<file path="config.mk">
export PLATFORM = sky130hd
export DESIGN_NAME = shared_mem_master
export DESIGN_NICKNAME = d
export VERILOG_FILES = /design/src/rtl/shared_mem_pkg.sv /design/src/rtl/shared_mem_master.sv
export SDC_FILE = /design/constraint.sdc
export NUM_CORES = 1
export LEC_CHECK = 0
export BUFFER_PORTS_ARGS = -buffer_cell sky130_fd_sc_hd__buf_2
export CELL_PAD_IN_SITES_DETAIL_PLACEMENT = 1
export CELL_PAD_IN_SITES_GLOBAL_PLACEMENT = 1
export CORE_ASPECT_RATIO = 1.25
export CORE_UTILIZATION = 28
export DETAILED_ROUTE_END_ITERATION = 16
export GPL_TIMING_DRIVEN = 0
export PLACE_DENSITY = 0.82
export SKIP_LAST_GASP = 1
export SLEW_MARGIN = 30
export SYNTH_ARGS = -nofsm -noshare
export SYNTH_HDL_FRONTEND = slang
export SYNTH_SLANG_ARGS = --single-unit
</file>
<file path="constraint.sdc">
create_clock -name clk -period 1.8 [get_ports clk]
set_clock_uncertainty 0.1 [all_clocks]
set_input_delay 0.45 -clock clk [delete_from_list [all_inputs] [get_ports clk]]
set_output_delay 0.45 -clock clk [all_outputs]
set_load 0.05 [all_outputs]
</file>
<file path="src/rtl/shared_mem_pkg.sv">
// Shared definitions for the PE-side shared-memory master: FSM states,
// default sizing and the address legality check.
package shared_mem_pkg;

  typedef enum logic [1:0] {IDLE, ISSUE, WAIT, RESP} state_t;

  localparam int MEM_WORDS_DEF = 256;
  localparam int ERR_CNT_W_DEF = 8;
  localparam logic [ERR_CNT_W_DEF-1:0] ERR_CNT_SAT = '1;

  // Legal means word aligned and the word index falls inside the memory.
  function automatic logic addr_legal(input logic [31:0] addr, input logic [31:0] words);
    return (addr[1:0] == 2'b00) && ({2'b00, addr[31:2]} < words);
  endfunction

endpackage

</file>
<file path="src/rtl/shared_mem_master.sv">
// Single-outstanding load/store initiator for the shared-memory port.
// Requests are range/alignment checked; illegal ones answer with rsp_err without touching memory.
module shared_mem_master
  import shared_mem_pkg::*;
#(
  parameter int MEM_WORDS = MEM_WORDS_DEF,
  parameter int DATA_W    = 32,
  parameter int ERR_CNT_W = ERR_CNT_W_DEF
) (
  input  logic                 clk,
  input  logic                 rst,
  input  logic                 req_valid,
  output logic                 req_ready,
  input  logic                 req_write,
  input  logic [31:0]          req_addr,
  input  logic [DATA_W-1:0]    req_wdata,
  output logic                 rsp_valid,
  input  logic                 rsp_ready,
  output logic [DATA_W-1:0]    rsp_rdata,
  output logic                 rsp_err,
  output logic [31:0]          mem_address,
  output logic [DATA_W-1:0]    mem_write_data,
  output logic                 mem_read,
  output logic                 mem_write,
  input  logic [DATA_W-1:0]    mem_read_data,
  output logic [ERR_CNT_W-1:0] err_count
);

  localparam logic [ERR_CNT_W-1:0] ERR_MAX = '1;

  state_t state, state_nxt;
  logic   wr_q;
  logic   accept;
  logic   legal;

  always_comb begin
    req_ready = (state == IDLE) && !rst;
    accept    = req_valid && req_ready;
    legal     = addr_legal(req_addr, 32'(MEM_WORDS));
    state_nxt = state;
    case (state)
      IDLE:    if (accept) state_nxt = legal ? ISSUE : RESP;
      ISSUE:   state_nxt = wr_q ? RESP : WAIT;
      WAIT:    state_nxt = RESP;
      RESP:    if (rsp_ready) state_nxt = IDLE;
      default: state_nxt = IDLE;
    endcase
  end

  // Strobes and rsp_valid are registered from the next state so they are
  // clean flops and drop in the same edge that resets the FSM.
  always_ff @(posedge clk) begin
    if (rst) begin
      state          <= IDLE;
      wr_q           <= 1'b0;
      mem_address    <= '0;
      mem_write_data <= '0;
      mem_read       <= 1'b0;
      mem_write      <= 1'b0;
      rsp_valid      <= 1'b0;
      rsp_err        <= 1'b0;
      rsp_rdata      <= '0;
      err_count      <= '0;
    end else begin
      state     <= state_nxt;
      mem_read  <= accept && legal && !req_write;
      mem_write <= accept && legal && req_write;
      rsp_valid <= (state_nxt == RESP);
      if (accept) begin
        wr_q      <= req_write;
        rsp_err   <= !legal;
        rsp_rdata <= '0;
        if (legal) begin
          mem_address    <= {2'b00, req_addr[31:2]};
          mem_write_data <= req_wdata;
        end else if (err_count != ERR_MAX) begin
          err_count <= err_count + 1'b1;
        end
      end
      if (state == WAIT) rsp_rdata <= mem_read_data;
    end
  end

endmodule
</file>
* Yosys cells after proc, flatten, opt, wreduce, memory -nomap -nowiden *
Cells that the tools add are included.

cells by class
  magnitude comparators = 1
  mux-type cells = 7
  equality and inequality tests = 5
  add/sub/neg operators = 1
  reductions and logical operators = 14
  bitwise operators = 1

operators with widths
  operator                                                                        count
  32-bit two-way mux                                                              2
  30-bit by 9-bit less-than comparator with 1-bit output (second input constant)  1
  8-bit by 1-bit adder with 8-bit output (second input constant)                  1
  8-bit != test (second input constant)                                           1
  2-bit one-hot mux with 4 select lines                                           1
  2-bit equality test (second input constant)                                     3
  1-bit logical AND                                                               6
  2-bit two-way mux                                                               3
  2-bit zero test                                                                 2
  1-bit zero test                                                                 3
  3-bit AND reduction                                                             1
  2-bit by 1-bit equality test with 1-bit output (second input constant)          1
  2-bit AND reduction                                                             1
  2-bit nonzero test                                                              1
  1-bit two-way mux                                                               1
  1-bit inverter                                                                  1

word-level totals
  output and inout port bits = 109
  bits of input ports = 101
  logic and storage cells = 39
  bits in registers = 109

* Longest topological paths before layout *
Gate-level depths: netlist (run 1).

  depth in word-level cells = 6
  gate-level depth with buffers = 7
  gate-level depth less buffers = 5

* Least setup slack after synthesis (run 1) *
No wires, ideal clock.

  path kind = input to register
  start point = input port rst
  end point = register err_count[7]
  cell stages on the path = 7
  arrival time = 1.970 ns
  data required time = 1.568 ns
  setup time = 0.132 ns
  buffers on the path = 2
  path slack = -0.402 ns
  path through = buf_2 > nor3_4 > and2_4 > o21ai_2 > buf_4 > o41ai_1 > a21oi_1

between the ends
  longest elaborated chain between the ends = 4

RTL lines
  item                           line                     text
  start: declaration             shared_mem_master.sv:11  input logic rst,
  1-bit zero test                shared_mem_master.sv:37  req_ready = (state == IDLE) && !rst;
  1-bit logical AND              shared_mem_master.sv:37
  net req_ready                  shared_mem_master.sv:13  output logic req_ready,
  1-bit logical AND              shared_mem_master.sv:38  accept = req_valid && req_ready;
  3-bit AND reduction (no line)  n/a
  end signal: assignment         shared_mem_master.sv:77  err_count <= err_count + 1'b1;
  end: declaration               shared_mem_master.sv:26  output logic [ERR_CNT_W-1:0] err_count

The timed path passes the listed nets, and every way through them passes these cells.
A chain may end at the register's enable or synchronous reset.

* Worst setup path in the final report (run 1) *
  start point = register state[0]
  end point = output port req_ready

between the ends
  longest elaborated chain between the ends = 2

RTL lines
  item                      line                     text
  start: declaration        shared_mem_master.sv:31  state_t state, state_nxt;
  start signal: assignment  shared_mem_master.sv:65  state <= state_nxt;
  2-bit zero test           shared_mem_master.sv:37
  1-bit logical AND         shared_mem_master.sv:37
  end: declaration          shared_mem_master.sv:13

No other way between the ends.

==> run_results.csv, run 1 <==
group,metric,value,unit
run_status,status,"finished, violations left",
run_status,violations,"setup timing",
final_layout,regArea,0.00219,sq mm
logic_synthesis,avgSynthCellArea,8.60,sq um
timing,finalSetupViolCount,1,
logic_synthesis,ys_seq_elements,109,
logic_synthesis,synth_area,0.00387,sq mm
floorplanning,die_area,0.0143,sq mm
place,gp_congestion,0.794,
worst_hold_path,hold_depth,2,
place,dpl.hpwl,10.0,mm
setup_path,rrSetupSlack,40,ps
logic_synthesis,ys_warn_count,0,
timing,drv_slew,0,
setup_path,end_kind,"output pin",
setup_path,crit_path_max_fanout,5,
logic_synthesis,ys_seq_area_share,56.4,%
logic_synthesis,synth_ff_type,"dfxtp_1",
power,combPwrFrac,13.3,%
setup_path,reg2reg_depth,5,
final_layout,area_growth,45.7,%
cts,cts_buffer_depth,2,
floorplanning,die_y,133,microns
final_layout,final_net_count,776,
global_routing,grt_pass1_wl,19.7,mm
drt,dr_total_vias,4005,
global_routing,first_global_vias,4117,
power,p_int,3.81,mW
timing,fin_crit,1830,ps
timing,fmax,546,MHz
worst_hold_path,hold_start,"req_write",
final_layout,final_layout_size_suffix_gt1_share,38.9,%
global_routing,gr-total-overflow,0,
power,power.net_switching,1.49,mW
power,sw_frac_of_total,28.1,%
drt,vias_per_cell,4.71,
flow_run,maxCapViolations,0,
final_layout,mostFrequentLayoutCell,"buf_2",
drt,dr.pass1.iters,4,
drt,drc,0,
cts,clk_latency,340,ps
floorplanning,coreArea,0.0133,sq mm
power,powerDensity,940,mW/mm^2
setup_path,required,1250,ps
final_layout,multiInputGateArea,0.00162,sq mm
cts,cts_root_buffer,"clkbuf_16",
drt,totalWireLength,13.0,mm
place,dp_slack,-846,ps
timing,tightest_slew,639,ps
final_layout,fill_cells,1644,
logic_synthesis,synth_edf_count,0,
setup_path,rr_startpoint,"state[0]",
floorplanning,die_x,107,microns
timing,rsz0062_at_grt,"true",
timing,setup_tns,-32.7,ps
cts,path_clk_slew,70,ps
drt,wl_per_cell,15.3,microns
timing,period_share,102,%
place,io_buffer_count,206,
power,seqPwrFrac,47.6,%
floorplanning,start_util,29.0,%
final_layout,n_antenna_cell,0,
cts,clock-sinks,109,
power,ir_drop,0.000492,V
setup_path,worstSetupPathType,"reg -> out",
global_routing,track_usage,17.7,%
logic_synthesis,ys_types,36,
timing,fin_ws,-32.7,ps
floorplanning,io_pins,210,
setup_path,arrival,1280,ps
drt,ant_nets,0,
worst_hold_path,min_path_type,"in -> reg",
cts,cts_inserted_buffers,9,
power,power_frac_clock,39.1,%
logic_synthesis,synthArstFlopShare,0,%
cts,htreeDepth,3,
global_routing,antenna_found_initial,0,
power,leakage,2.62,nW
final_layout,layout_common_cells,"buf_2 (205), nand2_1 (118), dfxtp_1 (107), a21oi_1 (79), nand3_1 (37)",
setup_path,start_kind,"flip-flop",
logic_synthesis,syn-instance-count,450,
timing,slew_headroom,57.4,%
drt,initialDrtViolationCount,124,
floorplanning,rows,47,
cts,tritoncts,"built",
timing,hold_viol_final,0,
setup_path,worstSetupStartpoint,"state[0]",
power,total_power,5.30,mW
global_routing,grt_max_degree,21,
final_layout,fin_util,42.2,%
==> power groups by stage <==
stage	logic, mW	registers, mW	clock network (mW)
after floorplan	0.224	2.77	0
after global placement	0.659	2.57	0
after detailed placement	0.679	2.58	0
after CTS	0.690	2.52	2.14
after global routing	0.757	2.53	2.24
final	0.705	2.52	2.07
==> synthesized netlist by cell type (all sizes together), types with 2 or more instances <==
library cell	number	area share [%]
nor4	6	0.97
nand2	119	12
and2	3	0.55
or4	4	0.78
nand3	38	4.9
nand4	2	0.32
o31ai	3	0.58
buf	10	2.1
and3	22	3.6
inv	2	0.19
a21oi	79	10
o211a	2	0.52
o21ai	4	0.61
clkbuf	24	2.3
nor3	3	0.97
nor2	5	0.49
or3	2	0.32
dfxtp	109	56
nor2b	2	0.32
==> kinds of logic (layout without fill, tap and decap cells) <==
family	after synthesis	after routing	synth area share [%]
flip-flops	109	109	56.4
AO/OA/AOI/OAI	93	93	13.0
AND/OR/NAND/NOR	209	209	25.3
multiplexers	1	1	0.291
buffers and inverters	36	264	4.59
other	1	2	0.0969
adder cells (fa/ha/maj)	1	1	0.323
==> metal layers <==
layer / up-vias / GRT usage (%) / share of wire (%)
met5: - / 0 / 0
met4: 0 / 5.78 / 1.5
met3: 16 / 3.91 / 5.8
met2: 148 / 33.4 / 52
met1: 1865 / 19.2 / 41
li1: 1976 / - / -
==> timing repair <==
item,in CTS,in global routing
gates resized for setup,14,19
setup endpoints to repair,78,92
hold buffers,0,0
pin swaps,3,2
endpoints found under the hold margin,0,0
setup buffers,3,3
==> registers in the layout (all words and copies together) (netlist names), 2 cells and up <==
signal          cells
err_count           8
mem_write_data     32
rsp_rdata          32
mem_address        30
state               2
==> worst paths after layout <==
check                      end
hold reg to reg        rsp_err
setup / recovery     req_ready
hold / removal        mem_read
setup reg to reg  err_count[7]
==> layout make-up <==
| class | instances | share of cell area [%] |
|---|---|---|
| tap | 171 | 3.79 |
| clock buffer | 9 | 3.99 |
| timing repair buffer | 212 | 19.4 |
| clock inverter | 7 | 1.58 |
| sequential | 109 | 38.8 |
| multi-input combinational | 306 | 28.7 |
| buffer | 34 | 3.62 |
| inverter | 2 | 0.133 |
==> stage by stage <==
stage	hold slack (ps)	cells	area (sq um)
global route	213	850	5640
floorplan	337	451	3900
finish	220	850	5640
global placement	337	828	5150
CTS	194	847	5550
detailed placement	339	828	5150
==> critical path: stages, from the launching register on <==
cell     delay (ps)
dfxtp_4         370
nor3_4          250
buf_4           160
buf_6           150
Note: power is estimated with default switching activity, not from simulation.
==> run 2, diff against run 1 <==
--- a/config.mk
+++ b/config.mk
@@ -6,11 +6,10 @@
 export NUM_CORES = 1
 export LEC_CHECK = 0
 export BUFFER_PORTS_ARGS = -buffer_cell sky130_fd_sc_hd__buf_2
-export CELL_PAD_IN_SITES_DETAIL_PLACEMENT = 1
-export CELL_PAD_IN_SITES_GLOBAL_PLACEMENT = 1
 export CORE_ASPECT_RATIO = 1.25
-export CORE_UTILIZATION = 28
+export CORE_UTILIZATION = 40
 export DETAILED_ROUTE_END_ITERATION = 16
+export GPL_ROUTABILITY_DRIVEN = 0
 export GPL_TIMING_DRIVEN = 0
 export PLACE_DENSITY = 0.82
 export SKIP_LAST_GASP = 1
==> run 2 against run 1 <==
  * The flow now finishes without violations
  * Routed wire length shrank 16%
  * Cell count shrank 5.8%
  * Sequential share of layout area grew 0.85 points
  * Sequential power is essentially flat
  * Worst setup slack gained 110 ps
  * First-iteration DRC count grew 19%
  * Fmax grew 6.4%
  * Largest cell class unchanged
  * Global-route usage grew 4.1 points
  * Via count shrank 1.6%
  * Register-to-register slack gained 40 ps
==> run_results.csv, run 2 (synthesis gave the netlist of run 1 again) <==
group,metric,value,unit
run_status,status,"finished clean",
final_layout,layout_common_cells,"buf_2 (208), nand2_1 (118), dfxtp_1 (108), a21oi_1 (79), nand3_1 (37)",
place,dpl.hpwl,8.37,mm
place,io_buffer_count,206,
drt,dr.pass1.iters,6,
floorplanning,start_util,41.7,%
setup_path,required,1940,ps
global_routing,track_usage,21.8,%
power,total_power,5.22,mW
drt,drc,0,
final_layout,reg_top3,"mem_write_data x32, rsp_rdata x32, mem_address x30",
power,leakage,2.58,nW
cts,tritoncts,"built",
drt,totalWireLength,10.9,mm
final_layout,multiInputGateArea,0.00159,sq mm
cts,cts_root_buffer,"clkbuf_16",
timing,finalSetupViolCount,0,
timing,slew_headroom,63.9,%
setup_path,cp_slowest_stage_delay,470,ps
setup_path,reg2reg_depth,5,
setup_path,rrSetupSlack,80,ps
final_layout,final_net_count,775,
power,ir_drop,0.000581,V
final_layout,fill_cells,862,
cts,clk_latency,340,ps
final_layout,fin_util,59.5,%
global_routing,grt_pass1_wl,17.5,mm
global_routing,first_global_vias,3818,
floorplanning,die_y,112,microns
cts,cts_buffer_depth,2,
worst_hold_path,hold_depth,2,
worst_hold_path,hold_start,"req_write",
cts,hold_buffers,0,
final_layout,area_growth,42.5,%
timing,tightest_slew,541,ps
floorplanning,io_pins,210,
final_layout,stdcell_count,801,
cts,clock-sinks,109,
setup_path,crit_path_max_fanout,7,
drt,initialDrtViolationCount,147,
timing,fin_crit,1720,ps
drt,dr_total_vias,3941,
floorplanning,die_area,0.0101,sq mm
floorplanning,die_x,90.0,microns
timing,hold_viol_final,0,
floorplanning,coreArea,0.00927,sq mm
timing,period_share,95.7,%
final_layout,regArea,0.00219,sq mm
floorplanning,rows,39,
timing,fin_hold_ws,200,ps
worst_hold_path,holdPathEnd,"mem_read",
setup_path,start_kind,"flip-flop",
final_layout,final_layout_size_suffix_gt1_share,38.1,%
cts,htreeDepth,3,
global_routing,grt_max_degree,20,
drt,wl_per_cell,13.7,microns
timing,drv_slew,0,
drt,ant_nets,0,
setup_path,cp_cell_sequence,"nor3_4 -> and2_4 -> o21ai_4 -> or4_1 -> o211a_1",
setup_path,rr_startpoint,"state[1]",
flow_run,maxCapViolations,0,
power,powerDensity,947,mW/mm^2
final_layout,n_antenna_cell,0,
global_routing,gr-total-overflow,0,
setup_path,worstSetupPathType,"reg -> reg",
cts,path_clk_slew,70,ps
global_routing,antenna_found_initial,0,
worst_hold_path,min_path_type,"in -> reg",
cts,cts_inserted_buffers,9,
setup_path,worst_r2r_endpoint,"err_count[6]",
setup_path,critical_path.slowest_cell,"or4_1",
setup_path,end_kind,"flip-flop",
drt,vias_per_cell,4.92,
timing,fmax,581,MHz
place,post-place-cells,780,
setup_path,arrival,1860,ps
final_layout,mostFrequentLayoutCell,"buf_2",
timing,setup_tns,0,ps
[run 2: cell count changes in the layout (fill, tap and decap cells not counted), moves of 2 or more]
cell / before / now
buf_2: 205 / 208
clkbuf_1: 14 / 17
clkbuf_2: 7 / 3
clkbuf_4: 3 / 1
inv_6: 0 / 2
inv_8: 3 / 1
[run 2: per-layer routing]
metal / wire length (microns) / GRT usage, %
met4: 191 / 8.60
met5: 0 / 0
met1: 4410 / 24.2
met2: 5550 / 39.8
met3: 781 / 5.53
[run 2: timing repair]
item,in CTS,in global routing
pin swaps,2,2
endpoints found under the setup margin,63,96
resized for setup,9,14
buffers inserted,3,2
[run 2: how the worst max path moves through the flow]
stage                     slack [ps]                  to  cells past startpoint          from
final                             80        err_count[6]                      5      state[1]
after global routing             -70      mem_address[4]                      9  req_addr[31]
after CTS                         20  mem_write_data[12]                      7  req_addr[31]
after detailed placement        -600  mem_write_data[12]                      7  req_addr[14]
after global placement          -550      mem_address[1]                      7  req_addr[14]
after floorplan                 -350        err_count[6]                      6           rst
[run 2: final cells by class]
cell class                      instances  area share, %
Clock inverter                          7           1.50
Timing Repair Buffer                  211           19.5
Sequential cell                       109           39.6
Buffer                                 34           3.54
Clock buffer                            9           4.08
Tap cell                              123           2.79
Inverter                                2          0.136
Multi-Input combinational cell        306           28.8
[run 2: stage by stage]
step | setup WS, ps | cell area, sq um
4_1_cts | 16.0 | 5450
3_5_place_dp | -597 | 5090
2_1_floorplan | -350 | 3900
6_report | 77.9 | 5510
3_3_place_gp | -549 | 5090
5_1_grt | -66.2 | 5510
[run 2: power breakdown]
group / switching [mW] / internal (mW) / total (mW)
logic: 0.463 / 0.213 / 0.676
clock network: 0.922 / 1.10 / 2.02
registers: 0.0453 / 2.48 / 2.52
[run 2: critical path: cells and delay by family (launching register included)]
family / cells / cell delay (ps)
simple gates: 3 / 910
compound gates: 2 / 230
flops: 1 / 380
